### src/rtl/ysyx_25050147_load_unit_if.sv
// Load-unit bundle: LSU request/response handshakes plus the data-memory read bus.
// slave = the load unit's view; master = the LSU stage / memory model driving it.
interface ysyx_25050147_load_unit_if #(
    parameter int XLEN = 32,
    parameter int AW   = 32
);
    logic            req_valid;
    logic            req_ready;
    logic [2:0]      req_op;
    logic [AW-1:0]   req_addr;
    logic            resp_valid;
    logic            resp_ready;
    logic [XLEN-1:0] resp_data;
    logic            resp_err;
    logic            mem_arvalid;
    logic            mem_arready;
    logic [AW-1:0]   mem_araddr;
    logic            mem_rvalid;
    logic            mem_rready;
    logic [XLEN-1:0] mem_rdata;
    logic            mem_rresp;

    modport slave (
        input  req_valid, req_op, req_addr, resp_ready,
               mem_arready, mem_rvalid, mem_rdata, mem_rresp,
        output req_ready, resp_valid, resp_data, resp_err,
               mem_arvalid, mem_araddr, mem_rready
    );

    modport master (
        output req_valid, req_op, req_addr, resp_ready,
               mem_arready, mem_rvalid, mem_rdata, mem_rresp,
        input  req_ready, resp_valid, resp_data, resp_err,
               mem_arvalid, mem_araddr, mem_rready
    );
endinterface

### src/rtl/ysyx_25050147_load_unit.sv
// Single-outstanding load unit: aligned bus reads, byte/half/word/double extraction.
// Define LOAD_UNIT_MISALIGN_SPLIT_EN to split bus-word-crossing loads into two beats.
module ysyx_25050147_load_unit #(
    parameter int XLEN = 32,
    parameter int AW   = 32
) (
    input logic                       clk,
    input logic                       rst_n,
    ysyx_25050147_load_unit_if.slave  lsu
);
    localparam int B  = XLEN / 8;
    localparam int OW = $clog2(B);

    typedef enum logic [2:0] {
        S_IDLE,
        S_AR0,
        S_R0,
`ifdef LOAD_UNIT_MISALIGN_SPLIT_EN
        S_AR1,
        S_R1,
`endif
        S_RESP
    } state_t;

    state_t          state_q;
    logic [2:0]      op_q;
    logic [OW-1:0]   off_q;
    logic [AW-1:0]   araddr_q;
    logic            arvalid_q;
    logic            rready_q;
    logic            resp_valid_q;
    logic [XLEN-1:0] resp_data_q;
    logic            resp_err_q;
`ifdef LOAD_UNIT_MISALIGN_SPLIT_EN
    logic            split_q;
    logic            err_q;
    logic [XLEN-1:0] beat0_q;
`endif

    logic [OW-1:0] req_off;
    logic [4:0]    req_end;
    logic          req_split;
    logic          req_illegal;
    logic          req_reject;

    assign req_off     = lsu.req_addr[OW-1:0];
    assign req_end     = 5'(req_off) + (5'd1 << lsu.req_op[1:0]);
    assign req_split   = req_end > 5'(B);
    assign req_illegal = (lsu.req_op == 3'b111) ||
                         ((XLEN == 32) && (lsu.req_op == 3'b011 || lsu.req_op == 3'b110));
`ifdef LOAD_UNIT_MISALIGN_SPLIT_EN
    assign req_reject  = req_illegal;
`else
    assign req_reject  = req_illegal | req_split;
`endif

    // Left-justify the field, then shift back logically or arithmetically to extend.
    function automatic logic [XLEN-1:0] extract(input logic [2:0] op, input logic [OW-1:0] off,
                                                input logic [XLEN-1:0] hi, input logic [XLEN-1:0] lo);
        logic [2*XLEN-1:0] cat;
        logic [XLEN-1:0]   tmp;
        logic [7:0]        sh;
        cat = {hi, lo} >> {off, 3'b000};
        sh  = 8'(XLEN) - (8'd8 << op[1:0]);
        tmp = cat[XLEN-1:0] << sh;
        if (op[2]) extract = tmp >> sh;
        else       extract = $signed(tmp) >>> sh;
    endfunction

    always_ff @(posedge clk or negedge rst_n) begin
        if (!rst_n) begin
            state_q      <= S_IDLE;
            op_q         <= '0;
            off_q        <= '0;
            araddr_q     <= '0;
            arvalid_q    <= 1'b0;
            rready_q     <= 1'b0;
            resp_valid_q <= 1'b0;
            resp_data_q  <= '0;
            resp_err_q   <= 1'b0;
`ifdef LOAD_UNIT_MISALIGN_SPLIT_EN
            split_q      <= 1'b0;
            err_q        <= 1'b0;
            beat0_q      <= '0;
`endif
        end else begin
            case (state_q)
                S_IDLE: if (lsu.req_valid) begin
                    op_q     <= lsu.req_op;
                    off_q    <= req_off;
                    araddr_q <= {lsu.req_addr[AW-1:OW], {OW{1'b0}}};
`ifdef LOAD_UNIT_MISALIGN_SPLIT_EN
                    split_q  <= req_split;
                    err_q    <= 1'b0;
`endif
                    if (req_reject) begin
                        state_q      <= S_RESP;
                        resp_valid_q <= 1'b1;
                        resp_err_q   <= 1'b1;
                        resp_data_q  <= '0;
                    end else begin
                        state_q   <= S_AR0;
                        arvalid_q <= 1'b1;
                    end
                end
                S_AR0: if (lsu.mem_arready) begin
                    arvalid_q <= 1'b0;
                    rready_q  <= 1'b1;
                    state_q   <= S_R0;
                end
                S_R0: if (lsu.mem_rvalid) begin
                    rready_q <= 1'b0;
`ifdef LOAD_UNIT_MISALIGN_SPLIT_EN
                    if (split_q) begin
                        beat0_q   <= lsu.mem_rdata;
                        err_q     <= lsu.mem_rresp;
                        arvalid_q <= 1'b1;
                        araddr_q  <= araddr_q + AW'(B);
                        state_q   <= S_AR1;
                    end else
`endif
                    begin
                        state_q      <= S_RESP;
                        resp_valid_q <= 1'b1;
                        resp_err_q   <= lsu.mem_rresp;
                        resp_data_q  <= lsu.mem_rresp ? '0 : extract(op_q, off_q, '0, lsu.mem_rdata);
                    end
                end
`ifdef LOAD_UNIT_MISALIGN_SPLIT_EN
                S_AR1: if (lsu.mem_arready) begin
                    arvalid_q <= 1'b0;
                    rready_q  <= 1'b1;
                    state_q   <= S_R1;
                end
                // Second beat is drained even after a first-beat error to keep the bus in step.
                S_R1: if (lsu.mem_rvalid) begin
                    rready_q     <= 1'b0;
                    state_q      <= S_RESP;
                    resp_valid_q <= 1'b1;
                    resp_err_q   <= err_q | lsu.mem_rresp;
                    resp_data_q  <= (err_q | lsu.mem_rresp) ? '0
                                    : extract(op_q, off_q, lsu.mem_rdata, beat0_q);
                end
`endif
                S_RESP: if (lsu.resp_ready) begin
                    resp_valid_q <= 1'b0;
                    state_q      <= S_IDLE;
                end
                default: state_q <= S_IDLE;
            endcase
        end
    end

    assign lsu.req_ready   = (state_q == S_IDLE);
    assign lsu.resp_valid  = resp_valid_q;
    assign lsu.resp_data   = resp_data_q;
    assign lsu.resp_err    = resp_err_q;
    assign lsu.mem_arvalid = arvalid_q;
    assign lsu.mem_araddr  = araddr_q;
    assign lsu.mem_rready  = rready_q;
endmodule
### src/flat_wrapper.sv
// flat-port wrapper written by rule: the top's interface ports become plain ports
module ysyx_25050147_load_unit_flat 
#(
    parameter int XLEN = 32,
    parameter int AW   = 32
)
  (clk, rst_n, lsu_req_valid, lsu_req_op, lsu_req_addr, lsu_resp_ready, lsu_mem_arready, lsu_mem_rvalid, lsu_mem_rdata, lsu_mem_rresp, lsu_req_ready, lsu_resp_valid, lsu_resp_data, lsu_resp_err, lsu_mem_arvalid, lsu_mem_araddr, lsu_mem_rready);
  ysyx_25050147_load_unit_if #(.XLEN(XLEN), .AW(AW)) lsu_i ();
  input logic clk;
  input logic rst_n;
  input wire logic [$bits(lsu_i.req_valid)-1:0] lsu_req_valid;
  input wire logic [$bits(lsu_i.req_op)-1:0] lsu_req_op;
  input wire logic [$bits(lsu_i.req_addr)-1:0] lsu_req_addr;
  input wire logic [$bits(lsu_i.resp_ready)-1:0] lsu_resp_ready;
  input wire logic [$bits(lsu_i.mem_arready)-1:0] lsu_mem_arready;
  input wire logic [$bits(lsu_i.mem_rvalid)-1:0] lsu_mem_rvalid;
  input wire logic [$bits(lsu_i.mem_rdata)-1:0] lsu_mem_rdata;
  input wire logic [$bits(lsu_i.mem_rresp)-1:0] lsu_mem_rresp;
  output wire logic [$bits(lsu_i.req_ready)-1:0] lsu_req_ready;
  output wire logic [$bits(lsu_i.resp_valid)-1:0] lsu_resp_valid;
  output wire logic [$bits(lsu_i.resp_data)-1:0] lsu_resp_data;
  output wire logic [$bits(lsu_i.resp_err)-1:0] lsu_resp_err;
  output wire logic [$bits(lsu_i.mem_arvalid)-1:0] lsu_mem_arvalid;
  output wire logic [$bits(lsu_i.mem_araddr)-1:0] lsu_mem_araddr;
  output wire logic [$bits(lsu_i.mem_rready)-1:0] lsu_mem_rready;
  assign lsu_i.req_valid = lsu_req_valid;
  assign lsu_i.req_op = lsu_req_op;
  assign lsu_i.req_addr = lsu_req_addr;
  assign lsu_i.resp_ready = lsu_resp_ready;
  assign lsu_i.mem_arready = lsu_mem_arready;
  assign lsu_i.mem_rvalid = lsu_mem_rvalid;
  assign lsu_i.mem_rdata = lsu_mem_rdata;
  assign lsu_i.mem_rresp = lsu_mem_rresp;
  assign lsu_req_ready = lsu_i.req_ready;
  assign lsu_resp_valid = lsu_i.resp_valid;
  assign lsu_resp_data = lsu_i.resp_data;
  assign lsu_resp_err = lsu_i.resp_err;
  assign lsu_mem_arvalid = lsu_i.mem_arvalid;
  assign lsu_mem_araddr = lsu_i.mem_araddr;
  assign lsu_mem_rready = lsu_i.mem_rready;
  ysyx_25050147_load_unit #(.XLEN(XLEN), .AW(AW)) u_core (.clk(clk), .rst_n(rst_n), .lsu(lsu_i));
endmodule
### config.mk
export PLATFORM = sky130hd
export DESIGN_NAME = ysyx_25050147_load_unit_flat
export DESIGN_NICKNAME = d
export VERILOG_FILES = /design/src/rtl/ysyx_25050147_load_unit_if.sv /design/src/rtl/ysyx_25050147_load_unit.sv /design/src/flat_wrapper.sv
export SDC_FILE = /design/constraint.sdc
export NUM_CORES = 1
export LEC_CHECK = 0
export CELL_PAD_IN_SITES_DETAIL_PLACEMENT = 2
export CELL_PAD_IN_SITES_GLOBAL_PLACEMENT = 2
export CORE_ASPECT_RATIO = 1.25
export CORE_MARGIN = 5
export CORE_UTILIZATION = 29
export DETAILED_ROUTE_END_ITERATION = 7
export GPL_TIMING_DRIVEN = 1
export PLACE_DENSITY = 0.95
export SLEW_MARGIN = 20
export SYNTH_ARGS = -nofsm -noshare
export SYNTH_HDL_FRONTEND = slang
export SYNTH_SLANG_ARGS = --single-unit
### constraint.sdc
create_clock -name clk -period 3.2 [get_ports clk]
set_input_delay 0.32 -clock clk [delete_from_list [all_inputs] [get_ports clk]]
set_output_delay 0.32 -clock clk [all_outputs]
set_load 0.01 [all_outputs]
==> run_summary.xml <==
<?xml version="1.0" encoding="UTF-8"?>
<metrics>
  <group name="outcome">
    <metric name="run_status" unit="">completed</metric>
  </group>
  <group name="worst_setup_path">
    <metric name="critical_path_required" unit="ns">3.48</metric>
    <metric name="type_of_element_launching_the_critical_path" unit="">primary input</metric>
    <metric name="end_kind" unit="">register</metric>
    <metric name="crit_arrival" unit="ns">3.11</metric>
    <metric name="critical_path_peak_fanout" unit="">16</metric>
    <metric name="type_of_the_worst_setup_path" unit="">primary input to register</metric>
  </group>
  <group name="power">
    <metric name="power.total" unit="mW">5.36</metric>
    <metric name="cell_leakage_power" unit="nW">2.37</metric>
    <metric name="power_density" unit="mW/mm²">973</metric>
    <metric name="power.ir.vdd_worst" unit="V">0.000370</metric>
  </group>
  <group name="yosys">
    <metric name="yosys.area.top_type_share" unit="%">50.6</metric>
    <metric name="synthesized_flop_and_latch_total" unit="">73</metric>
    <metric name="yosysUniqueCellTypes" unit="">40</metric>
    <metric name="synth_ff_type" unit="">dfrtp_1</metric>
    <metric name="synth.avg_cell_area" unit="µm²">11.8</metric>
    <metric name="async_s_r_ff_share_synth" unit="%">100</metric>
    <metric name="yosys-top-cells-count" unit="">73 x dfrtp_1, 37 x mux2_2, 18 x nand2_1, 15 x mux2i_1, 12 x nor2b_1</metric>
    <metric name="synth.top_cells.by_area" unit="">dfrtp_1 51%, mux2_2 12%, mux2i_1 4.2%, a211o_1 2.7%, ha_1 2.4%</metric>
    <metric name="synth.most_common_cell" unit="">dfrtp_1</metric>
    <metric name="synth-edff-count" unit="">0</metric>
    <metric name="synthesis.area" unit="mm²">0.00361</metric>
    <metric name="synth.yosys.seq_area_share" unit="%">50.6</metric>
    <metric name="yosysTopAreaCell" unit="">dfrtp_1</metric>
    <metric name="netlist_instances" unit="">307</metric>
    <metric name="yosys_warnings" unit="">0</metric>
  </group>
  <group name="sta">
    <metric name="final-setup-viol-count" unit="">0</metric>
    <metric name="final.setup.tns" unit="ns">0</metric>
    <metric name="final_hold_viols" unit="">0</metric>
    <metric name="final_max_slew_viol_count" unit="">0</metric>
    <metric name="timing_worst_slew_pin_value" unit="ns">0.961</metric>
    <metric name="timing.clock.skew" unit="ns">0.0105</metric>
    <metric name="final_period_minus_worst_setup_slack" unit="ns">2.84</metric>
    <metric name="worst_slew_margin_rel" unit="%">35.9</metric>
    <metric name="fin_crit_sh" unit="%">88.7</metric>
    <metric name="max_freq" unit="MHz">352</metric>
    <metric name="grt_setup_unrepaired" unit="">false</metric>
  </group>
  <group name="layout">
    <metric name="finish.cell_count_without_fillers" unit="">618</metric>
    <metric name="antenna_diode_instance_count" unit="">0</metric>
    <metric name="area_growth_from_synthesis_to_layout" unit="%">52.8</metric>
    <metric name="final_net_count" unit="">531</metric>
    <metric name="layout.filler_cells" unit="">1252</metric>
    <metric name="final_layout_size_suffix_gt1_share" unit="%">16.5</metric>
  </group>
  <group name="routing">
    <metric name="dr_vias_cell" unit="">5.02</metric>
    <metric name="drt_first_iter_violations" unit="">96</metric>
    <metric name="drt_first_pass_iters" unit="">4</metric>
    <metric name="totalWireLength" unit="mm">13.1</metric>
    <metric name="detailroute.via_count" unit="">3104</metric>
    <metric name="routed_wire_length_per_instance" unit="µm">21.2</metric>
    <metric name="postRouteAntennaNets" unit="">0</metric>
    <metric name="drc" unit="">0</metric>
  </group>
  <group name="placement">
    <metric name="half_perimeter_wire_length_of_the_detailed_placement_result" unit="mm">9.86</metric>
    <metric name="place.detailed.instances" unit="">602</metric>
    <metric name="globalplace.congestion" unit="">0.790</metric>
    <metric name="place.port_buffers" unit="">140</metric>
  </group>
  <group name="clock_network">
    <metric name="ctsHtreeMaxLevel" unit="">3</metric>
    <metric name="holdBufCountCts" unit="">0</metric>
    <metric name="tritoncts.num_buffers" unit="">9</metric>
    <metric name="cts_root_buf" unit="">clkbuf_16</metric>
    <metric name="cts_tree" unit="">done</metric>
    <metric name="worst_skew_pair.late_latency" unit="ns">0.34</metric>
    <metric name="number_of_instances_resized_during_post_cts_repair" unit="">0</metric>
    <metric name="cts_setup_buffers" unit="">0</metric>
    <metric name="cts_max_path_buffers" unit="">2</metric>
    <metric name="cts.sink_count" unit="">73</metric>
    <metric name="clock_transition_at_the_registers_of_the_reported_paths" unit="ns">0.06</metric>
  </group>
  <group name="global_routing">
    <metric name="grt_start_max_net_pins" unit="">74</metric>
    <metric name="antenna_found_initial" unit="">0</metric>
    <metric name="grt_overflow_total" unit="">0</metric>
    <metric name="gr-usage-all-layers" unit="%">18.4</metric>
    <metric name="global_route_wire_length_before_repair" unit="mm">20.9</metric>
    <metric name="vias_in_the_first_global_route" unit="">3666</metric>
  </group>
  <group name="job">
    <metric name="maxCapViolations" unit="">0</metric>
  </group>
  <group name="floorplan">
    <metric name="io-pin-count" unit="">143</metric>
    <metric name="dieHeight" unit="µm">135</metric>
    <metric name="core_area" unit="mm²">0.0122</metric>
    <metric name="die_w" unit="µm">110</metric>
    <metric name="core.rowCount" unit="">45</metric>
    <metric name="floorplan.die_area" unit="mm²">0.0148</metric>
    <metric name="initial_core_util" unit="%">29.7</metric>
  </group>
  <group name="min_path">
    <metric name="holdCritPathClass" unit="">primary input to async pin</metric>
  </group>
</metrics>
## per-layer routing
metal	track usage [%]	up-vias	wire (µm)	part of all wire [%]
met5	0	-	0	0
met4	8.04	0	358	2.7
met3	4.64	22	851	6.5
met2	32.9	101	7030	54
met1	20.3	1573	4860	37
li1	-	1408	-	-
## critical path, stage by stage
cell and delay, ns:
clkdlybuf4s50_1 0.43, buf_4 0.17, nand2b_1 0.16, fa_1 0.48, xor2_1 0.19, o211ai_2 0.17
or4b_1 0.55, buf_4 0.24, nor3_1 0.25, a211o_2 0.14
## final timing paths
| check | from | endpoint | slack, ns | cells after the start |
|---|---|---|---|---|
| worst max-delay path | lsu_req_op[1] | u_core.lsu.resp_data[16] | 0.36 | 10 |
| worst min-delay path | rst_n | u_core.lsu.resp_data[30] | 0.11 | 1 |
| worst max register to register | u_core.state_q[0] | u_core.lsu.resp_data[16] | 0.79 | 8 |
| worst min register to register | u_core.off_q[1] | u_core.off_q[1] | 0.49 | 2 |
| max in group asynchronous | rst_n | u_core.off_q[1] | 2.43 | 1 |
| min in group clk | u_core.off_q[1] | u_core.off_q[1] | 0.49 | 2 |
## layout make-up
class | count | area, µm² | share of cell area (%)
clock inverter | 5 | 80.1 | 1.45
clock buffer | 11 | 233 | 4.22
sequential | 73 | 1830 | 33.1
tap | 164 | 205 | 3.72
inverter | 11 | 41.3 | 0.749
multi-input combinational | 204 | 1640 | 29.8
timing repair buffer | 150 | 1490 | 27.0
## state kept, by name, indices dropped and copies added (netlist names)
signal,cells
u_core.lsu.mem_araddr,30
u_core.lsu.mem_arvalid,1
u_core.lsu.mem_rready,1
u_core.lsu.resp_data,32
u_core.lsu.resp_err,1
u_core.lsu.resp_valid,1
u_core.off_q,2
u_core.op_q,3
u_core.state_q,2
## power breakdown
group          leakage, nW  internal (mW)  total [mW]  switching (mW)
sequential           0.918           1.34        1.64           0.303
clock                0.146          0.682        1.08           0.394
combinational         1.31           1.39        2.65            1.26
## kinds of logic (layout without fill, tap and decap cells)
| logic type | after synthesis | after routing | synth area share (%) |
|---|---|---|---|
| xor gates and xnor gates | 2 | 2 | 0.486 |
| buffers and inverters | 31 | 177 | 3.99 |
| and+or+nand+nor | 63 | 63 | 9.15 |
| adders and majority gates | 8 | 8 | 2.98 |
| other | 1 | 2 | 0.104 |
| AOI/OAI and AO/OA | 77 | 77 | 17.0 |
| muxes | 52 | 52 | 15.7 |
| DFF | 73 | 73 | 50.6 |
## through the flow
stage	instance area, µm²	util, %	setup slack, ns	hold WS [ns]
CTS	5510	45.3	0.343	0.170
detailed placement	5200	42.8	0.0468	0.477
global placement	5200	42.8	0.236	0.479
floorplan	3610	-	0.683	0.0244
finish	5510	45.3	0.363	0.109
global route	5510	45.3	0.169	0.204
## cells in the final DEF, fill, tap and decap left out, types with 8 or more instances in the layout
cell,count
a211o_1,11
a21oi_1,9
buf_4,10
clkbuf_16,9
clkdlybuf4s50_1,139
dfrtp_1,73
inv_1,11
mux2_2,37
mux2i_1,15
nand2_1,18
nor2_1,8
nor2b_1,12
nor3_1,10
o21ai_0,11
o2bb2ai_1,9
Note: power is estimated with default switching activity, not from simulation.
